$ cat config.mk
export PLATFORM = sky130hd
export DESIGN_NAME = bar_stream_fifo
export DESIGN_NICKNAME = d
export VERILOG_FILES = /design/src/rtl/bar_stream_fifo.sv
export SDC_FILE = /design/constraint.sdc
export NUM_CORES = 1
export LEC_CHECK = 0
export CAP_MARGIN = 20
export CORE_MARGIN = 10
export CORE_UTILIZATION = 45
export DETAILED_ROUTE_END_ITERATION = 6
export PLACE_DENSITY = 0.75
export SYNTH_ARGS = -nofsm -noshare
export SYNTH_HDL_FRONTEND = slang
export SYNTH_SLANG_ARGS = --single-unit
$ cat constraint.sdc
create_clock -name clk -period 6.1 [get_ports clk]
set_input_delay 0.915 -clock clk [delete_from_list [all_inputs] [get_ports clk]]
set_output_delay 0.915 -clock clk [all_outputs]
set_load 0.05 [all_outputs]
$ cat src/rtl/bar_stream_fifo.sv
// -----------------------------------------------------------------------------
// bar_stream_fifo
//
// Valid/ready stream buffer placed directly upstream of a bar.in consumer.
// A DEPTH-entry circular buffer decouples a bursty producer from the consumer;
// occupancy is exported for debug and back-pressure monitoring.
//
// Parameters
//   N      payload width in bits (>= 1)
//   DEPTH  number of storage entries (>= 2, any value, not only powers of two)
//   CW     occupancy counter width, derived as $clog2(DEPTH+1)
//
// Ports
//   clk        in   sole clock, rising edge
//   rst        in   synchronous, active-high reset (pointers and count only)
//   in_data    in   [N]  upstream payload
//   in_valid   in        upstream payload valid
//   in_ready   out       buffer can accept (not full), from registered state only
//   out_data   out  [N]  payload to consumer (bar.data)
//   out_valid  out       payload valid to consumer (bar.valid)
//   out_ready  in        consumer accept (bar.ready)
//   count      out  [CW] current occupancy, 0..DEPTH
//
// Build option
//   BAR_STREAM_FIFO_FALLTHROUGH_EN  when defined, an empty buffer presents
//   in_data/in_valid straight to the consumer; a word accepted downstream in
//   that same cycle bypasses storage. When undefined (default) the buffer is
//   fully registered: one cycle minimum latency, no in_valid->out_valid path.
// -----------------------------------------------------------------------------
module bar_stream_fifo #(
  parameter int N     = 32,
  parameter int DEPTH = 4,
  localparam int CW   = $clog2(DEPTH + 1)
) (
  input  logic          clk,
  input  logic          rst,
  input  logic [N-1:0]  in_data,
  input  logic          in_valid,
  output logic          in_ready,
  output logic [N-1:0]  out_data,
  output logic          out_valid,
  input  logic          out_ready,
  output logic [CW-1:0] count
);

  localparam int PW = (DEPTH > 1) ? $clog2(DEPTH) : 1;
  localparam logic [CW-1:0] CNT_FULL = CW'(DEPTH);
  localparam logic [PW-1:0] PTR_LAST = PW'(DEPTH - 1);

  logic [N-1:0]  mem [DEPTH];
  logic [PW-1:0] wp;
  logic [PW-1:0] rp;
  logic [CW-1:0] cnt;

  logic empty;
  logic full;
  logic push;
  logic pop;
  logic wr_en;
  logic rd_en;

  // Pointer increment with wrap at DEPTH-1, so non power-of-two depths work.
  function automatic logic [PW-1:0] ptr_inc(input logic [PW-1:0] p);
    return (p == PTR_LAST) ? '0 : p + PW'(1);
  endfunction

  // EMPTY / PARTIAL / FULL are decoded directly from the occupancy counter.
  assign empty    = (cnt == '0);
  assign full     = (cnt == CNT_FULL);
  assign in_ready = !full;
  assign push     = in_valid && in_ready;
  assign pop      = out_valid && out_ready;
  assign count    = cnt;

`ifdef BAR_STREAM_FIFO_FALLTHROUGH_EN
  // Empty buffer forwards the producer combinationally. A word taken by the
  // consumer in the same cycle never touches storage; otherwise it is stored.
  assign out_valid = empty ? in_valid : 1'b1;
  assign out_data  = empty ? in_data : mem[rp];
  assign wr_en     = push && !(empty && out_ready);
  assign rd_en     = pop && !empty;
`else
  assign out_valid = !empty;
  assign out_data  = mem[rp];
  assign wr_en     = push;
  assign rd_en     = pop;
`endif

  // Control state: pointers and occupancy. Reset wins over push and pop.
  always_ff @(posedge clk) begin
    if (rst) begin
      wp  <= '0;
      rp  <= '0;
      cnt <= '0;
    end else begin
      if (wr_en) wp <= ptr_inc(wp);
      if (rd_en) rp <= ptr_inc(rp);
      cnt <= cnt + CW'(wr_en) - CW'(rd_en);
    end
  end

  // Payload storage is not reset; unwritten entries are never presented
  // because out_valid is derived from the counter. The write is blocked
  // during reset so a flushed buffer does not pick up a stray word.
  always_ff @(posedge clk) begin
    if (wr_en && !rst) mem[wp] <= in_data;
  end

endmodule
# Word-level counts from Yosys, hierarchy flattened
# Memories as Yosys holds them, arrays and structs flattened. A register that Yosys moved wholly into a read port is not among the register bits.
# Cells that the tools add are included.
# totals
regBits	7
latchBits	0
mem_bits_rw	128
mem_bits_ro	0
out_inout_bits	37
mem_count	1
# classes
addsub	4
mul	0
n_div	0
n_lt_le_gt_ge	0
eq_ne	3
shift	0
n_mux	6
bitwise_logic	0
reduce_logical	7
# memory_table
name	words	word_bits	rd	rd_ports_with_merged_regs	write_ports	line_no	text
mem	4	32	1	1	1	50	logic [N-1:0] mem [DEPTH];
# ops
cell	n
2-bit two-way mux	4
2-bit by 1-bit adder with 2-bit output, second input constant	2
2-bit == test, second input constant	2
3-bit by 1-bit adder with 3-bit output	1
3-bit == test, second input constant	1
1-bit logical AND	3
1-bit zero test	3
3-bit zero test	1
3-bit by 1-bit subtractor with 3-bit output	1
1-bit two-way mux	2

# Logic depth before layout (Yosys ltp)
# Gate-level depths: netlist of run 1.
# depth
ltp_word	6
ltp_mapped	9

# Worst setup path after synthesis of run 1
# OpenSTA, ideal clock, no wires.
# synth_path
path_kind	reg-to-reg
start	register cnt[1], in the netlist count[1]
end	memory mem[0][0], enable pin
arrival_time_ns	3.580
required_ns	5.632
path_slack_ns	2.052
path_stages_with_launch	4
synth_period_minus_slack_ns	4.048
cell_sequence	dfxtp_1 -> or3b_4 -> nand2_4 -> nor3b_1
# synth_via
elab_chain_len	6
# synth_rtl
item	line_no	text
from (decl)	53	logic [CW-1:0] cnt;
from (signal assigned)	98	cnt <= cnt + CW'(wr_en) - CW'(rd_en);
3-bit == test	69	assign full = (cnt == CNT_FULL);
1-bit zero test	70	assign in_ready = !full;
via in_ready	39	output logic in_ready,
1-bit logical AND	71	assign push = in_valid && in_ready;
1-bit logical AND	106	if (wr_en && !rst) mem[wp] <= in_data;
1-bit two-way mux	106	
1-bit two-way mux (implied by the code)	106	
to (decl)	50	
# The timed path passes the listed nets, and every way through them passes these cells.

==> out/metrics.cfg, run 1 <==
[floorplan]
io_pins = 73
initial_core_util = 0.465
die_area_um2 = 16000
die-width_um = 127
fp.coreArea_um2 = 11000
die_y_um = 127
rows = 38

[clock_tree]
clock-sinks = 137
cts-buffers-inserted = 17
postCtsSetupRepairBufs = 0
cts_tree = yes
cts_resized = 0
htreeDepth = 4
clock_tree.root_cell = clkbuf_16
cts.hold.buffers_added = 0
clockBufferDepth = 2
worstSkewPairLatency_ps = 410
clk_pin_slew_ps = 50

[min_path]
hp-start = wp[1]
min_to = wp[1]
hold_path_depth = 2
holdCritPathClass = reg2reg

[drt]
avgRoutedWirePerCell_um = 20.2
drc_errors = 0
drtIter0Drc = 127
finalWirelength_um = 9260
antenna_left = 0
dr.pass1.iters = 5
vias = 2369
detail_route.vias_per_cell = 5.17

[synth]
synth_top_family_by_area = multiplexers
yosysWarnings = 0
synth_cells = 215
synth-seq-cells = 137
muxShareOfSynthArea = 0.148
synthTopCellsByCount = edfxtp_1 (128), mux4_2 (32), dfxtp_1 (9)
synth_compound_area_frac = 0.00245
synth-simple-area-share = 0.0216
synth-xor-area-share = 0.00343
syn_area_per_cell_um2 = 23.8
synth_adder_area_share = 0.0211
synth.most_common_cell = edfxtp_1
synth.distinct_cells = 23
ys_seq_area_frac = 0.788
synth_ff_type = edfxtp_1
synth_area_um2 = 5110
synth_nets = 259
synth_edf_count = 128
yosysTopAreaCellShare = 0.753
yosysTopAreaCell = edfxtp_1
synthArstFlopShare = 0
ys_top_cells_by_area = edfxtp_1 (75%), mux4_2 (14%), dfxtp_1 (3.5%)

[grt]
grt_usage = 0.122
antenna_found_initial = 1
grt_start_max_net_pins = 33
grt_pass1_wl_um = 14900
overflow = 0
grt_pass1_vias = 2689

[sta]
hold_viol_final = 0
fin_worst_skew_ps = 7.35
setup_slack_ps = 2350
fmax_mhz = 267
timing.final.crit_share = 0.615
rsz0062_at_grt = no
tns_ps = 0
period_minus_slack_ps = 3750
finalSetupViolations = 0
slew_headroom = 0.430
holdWs_ps = 520
tightest_slew_ps = 854
maxSlewViolCount = 0

[pwr]
peakVddDrop_mv = 0.225
p_leak_nw = 2.16
total_power_mw = 2.85
power_density_nw_per_um2 = 434

[critical_path]
worst_r2r_endpoint = count[2]
slowest_stage = clkdlybuf4s50_1
crit_path_max_fanout = 18
start_kind = register
crit_arrival_ps = 2840
cp_num_cells = 3
slowest_delay_ps = 720
critPathKind = reg2out
rr_worst_depth = 9
r2r_setup_slack_ps = 3800
critPathTopFamily = buffers and inverters
worstPathRequired_ps = 5180
cp_num_buf_inv = 2
critPathCaptureType = output port
r2r_start = count[1]
cp_cell_sequence = buf_4 > mux4_2 > clkdlybuf4s50_1

[placement]
dp_cells = 428
place_area_um2 = 6040
place_ws_ps = 2690
portBuffers = 72
dp_hpwl_um = 5810
place.gp.congestion = 0.695

[layout]
syn_to_final_growth_pct = 28.7
n_antenna_cell = 0
nFillCells = 807
final_area_um2 = 6580
final_nets = 351
drive_gt1_frac = 0.239
final-instance-count-excl-fill = 458
fin_util = 0.599

[outcome]
status = finished, final reports clean

[flow_run]
max_cap_viol_count = 0

final cells by class:
cell class                 count  area (µm²)  share of cell area
tap                          140         175              0.0266
timing repair buffer          81         788               0.120
clock buffer                  18         429              0.0653
sequential                   137        4030               0.612
clock inverter                12         110              0.0167
inverter                       6        22.5             0.00343
multi-input combinational     64        1020               0.156
cells by family after synthesis:
family,after synthesis
buffers and inverters,14
AND/OR/NAND/NOR,17
multiplexers,35
adder cells (fa/ha/maj),8
XOR/XNOR,2
AO/OA/AOI/OAI,2
flip-flops,137
worst reg2reg max path, stage by stage, from the launching register on:
cell     delay (ps)
dfxtp_1         360
o31ai_1         480
inv_1            90
ha_1            280
inv_1            40
ha_1            180
fa_1            370
xnor2_1         180
xnor2_1         130
nor2_1           50
where the power goes:
group / switching [mW] / internal (mW)
clock: 0.343 / 0.587
combinational: 0.457 / 0.312
sequential: 0.0553 / 1.10
total: 0.856 / 2.00
worst max path at each step:
stage | from | to | slack, ps
2_1_floorplan | count[1] | mem[0][0] | 2050
3_3_place_gp | register | out_data[18] | 2700
3_5_place_dp | register | out_data[19] | 2690
4_1_cts | register | out_data[18] | 2250
5_1_grt | register | out_data[19] | 2130
6_report | register | out_data[19] | 2350
routing by layer:
metal,vias up,global-route usage,routed length [µm]
met5,-,0,13
met2,68,0.189,4560
met3,13,0.0596,640
met1,1217,0.143,3960
met4,2,0.0442,89
li1,1069,-,-
layout by cell type (no fill, tap or decap), drive strengths merged, types with 2 or more instances in the layout:
cell             n
mux2i            2
or3              2
buf              9
nand2            2
dfxtp            9
inv              6
mux4            32
edfxtp         128
clkinv          10
nand2b           2
nor3b            4
nor2b            2
ha               7
xnor2            2
clkbuf          18
nor2             3
bufinv           2
clkdlybuf4s50   72
registers in the layout, indices dropped and copies added, names as in the netlist, named ones only:
signal,count
count,3
mem,128
wp,2
rp,2
No activity file was read; power rests on OpenSTA's default activity.
==> run 2: changes to the inputs <==
Settings changed: PLACE_DENSITY 0.75 to 0.78.
Clock period 6.1 ns to 3.4 ns, I/O delays scaled along.
==> run 2 against run 1 <==
Against the previous run:
- power grew 81%
- clock skew grew 1.5 ps
- wire length shrank 1.7%
- non-clock buffer count grew 2
- critical path depth is the same
- critical path type unchanged
- largest power group unchanged
==> out/metrics.cfg, run 2 (same netlist as run 1, synthesis figures left out) <==
[outcome]
status = finished, final reports clean

[clock_tree]
clock-sinks = 137
cts.hold.buffers_added = 0
cts-buffers-inserted = 17
cts_tree = yes
cts_resized = 0
clockBufferDepth = 2
clk_pin_slew_ps = 60
postCtsSetupRepairBufs = 0
clock_tree.root_cell = clkbuf_16
worstSkewPairLatency_ps = 400
htreeDepth = 4

[grt]
antenna_found_initial = 0
grt_pass1_wl_um = 14400
grt_start_max_net_pins = 25
overflow = 0
grt_pass1_vias = 2681
grt_usage = 0.118

[critical_path]
worstPathRequired_ps = 2890
critPathCaptureType = output port
start_kind = register
crit_arrival_ps = 2390
critPathKind = reg2out
crit_path_max_fanout = 24
r2r_setup_slack_ps = 1080

[pwr]
p_int_mw = 3.60
p_sw_mw = 1.55
power_density_nw_per_um2 = 778
power_frac_seq = 0.393
peakVddDrop_mv = 0.462
clkPwrFrac = 0.328
p_leak_nw = 2.19
swShare = 0.300
power.share.combinational = 0.279

[floorplan]
initial_core_util = 0.465
die_area_um2 = 16000
rows = 38
fp.coreArea_um2 = 11000
io_pins = 73
die-width_um = 127
die_y_um = 127

[layout]
regMostFlops = mem
final_cell_mix = edfxtp_1 (128), clkdlybuf4s50_1 (72), mux4_2 (32), clkbuf_16 (18), buf_4 (11)
drive_gt1_frac = 0.255
final_nets = 353
largest_reg_flops = 128
n_antenna_cell = 0
final-instance-count-excl-fill = 462
nFillCells = 797
syn_to_final_growth_pct = 29.5
mostFrequentLayoutCell = edfxtp_1

[drt]
dr.pass1.iters = 4
avgRoutedWirePerCell_um = 19.7
finalWirelength_um = 9100
detail_route.vias_per_cell = 5.20
drtIter0Drc = 163
drc_errors = 0
antenna_left = 0
vias = 2401

[sta]
timing.final.crit_share = 0.853
fin_worst_skew_ps = 8.83
finalSetupViolations = 0
slew_headroom = 0.644
rsz0062_at_grt = no
fmax_mhz = 345
period_minus_slack_ps = 2900
maxSlewViolCount = 0
tightest_slew_ps = 533
hold_viol_final = 0
tns_ps = 0

[placement]
portBuffers = 72
place.gp.congestion = 0.705
dp_cells = 430
dp_hpwl_um = 5890

[flow_run]
max_cap_viol_count = 0

[min_path]
holdCritPathClass = reg2reg

run 2: final timing paths:
| path | cells after the start | start | endpoint |
|---|---|---|---|
| hold / removal | 2 | rp[0] | register |
| setup reg to reg | 9 | count[1] | count[2] |
| hold reg to reg | 2 | rp[0] | register |
| setup / recovery | 3 | register | out_data[29] |
run 2: worst max-delay path, stage by stage (launching register included):
cell,delay (ps)
dfxtp_2,460
buf_4,380
mux4_2,390
clkdlybuf4s50_1,740
run 2: power by group through the flow:
stage	registers [mW]	logic, mW	clock network, mW
floorplan	2.09	0.984	0
global placement	2.05	1.45	0
detailed placement	2.06	1.46	0
CTS	2.02	1.47	1.72
global route	2.04	1.53	1.79
finish	2.02	1.44	1.69
run 2: area by class of cell:
class                      instances  area, µm²  area share
clock inverter                     7       37.5     0.00567
tap                              140        175      0.0265
inverter                           6       22.5     0.00340
clock buffer                      25        527      0.0796
timing repair buffer              83        803       0.121
sequential                       137       4030       0.609
multi-input combinational         64       1020       0.155
run 2: routing by layer:
metal | global-route usage | wire length (µm) | vias up
met1 | 0.134 | 3710 | 1235
met4 | 0.0402 | 89 | 0
met2 | 0.192 | 4650 | 75
met5 | 0 | 0 | -
li1 | - | - | 1082
met3 | 0.0554 | 645 | 9
run 2: per-stage QoR:
stage                     total power, mW  utilization  instance area, µm²  hold slack, ps  worst slack, ps
after floorplan                      3.07            -                5110             463             -648
final                                5.15        0.602                6620             511              498
after CTS                            5.21        0.602                6620             518              428
after detailed placement             3.52        0.551                6050             498              846
after global routing                 5.36        0.602                6620             546              386
after global placement               3.50        0.551                6050             484              885
==> run 3: changes to the inputs <==
Settings changed: CAP_MARGIN 20 to 30.
==> results of run 3 <==
Final layout, timing and power as in run 2 (identical DEF).
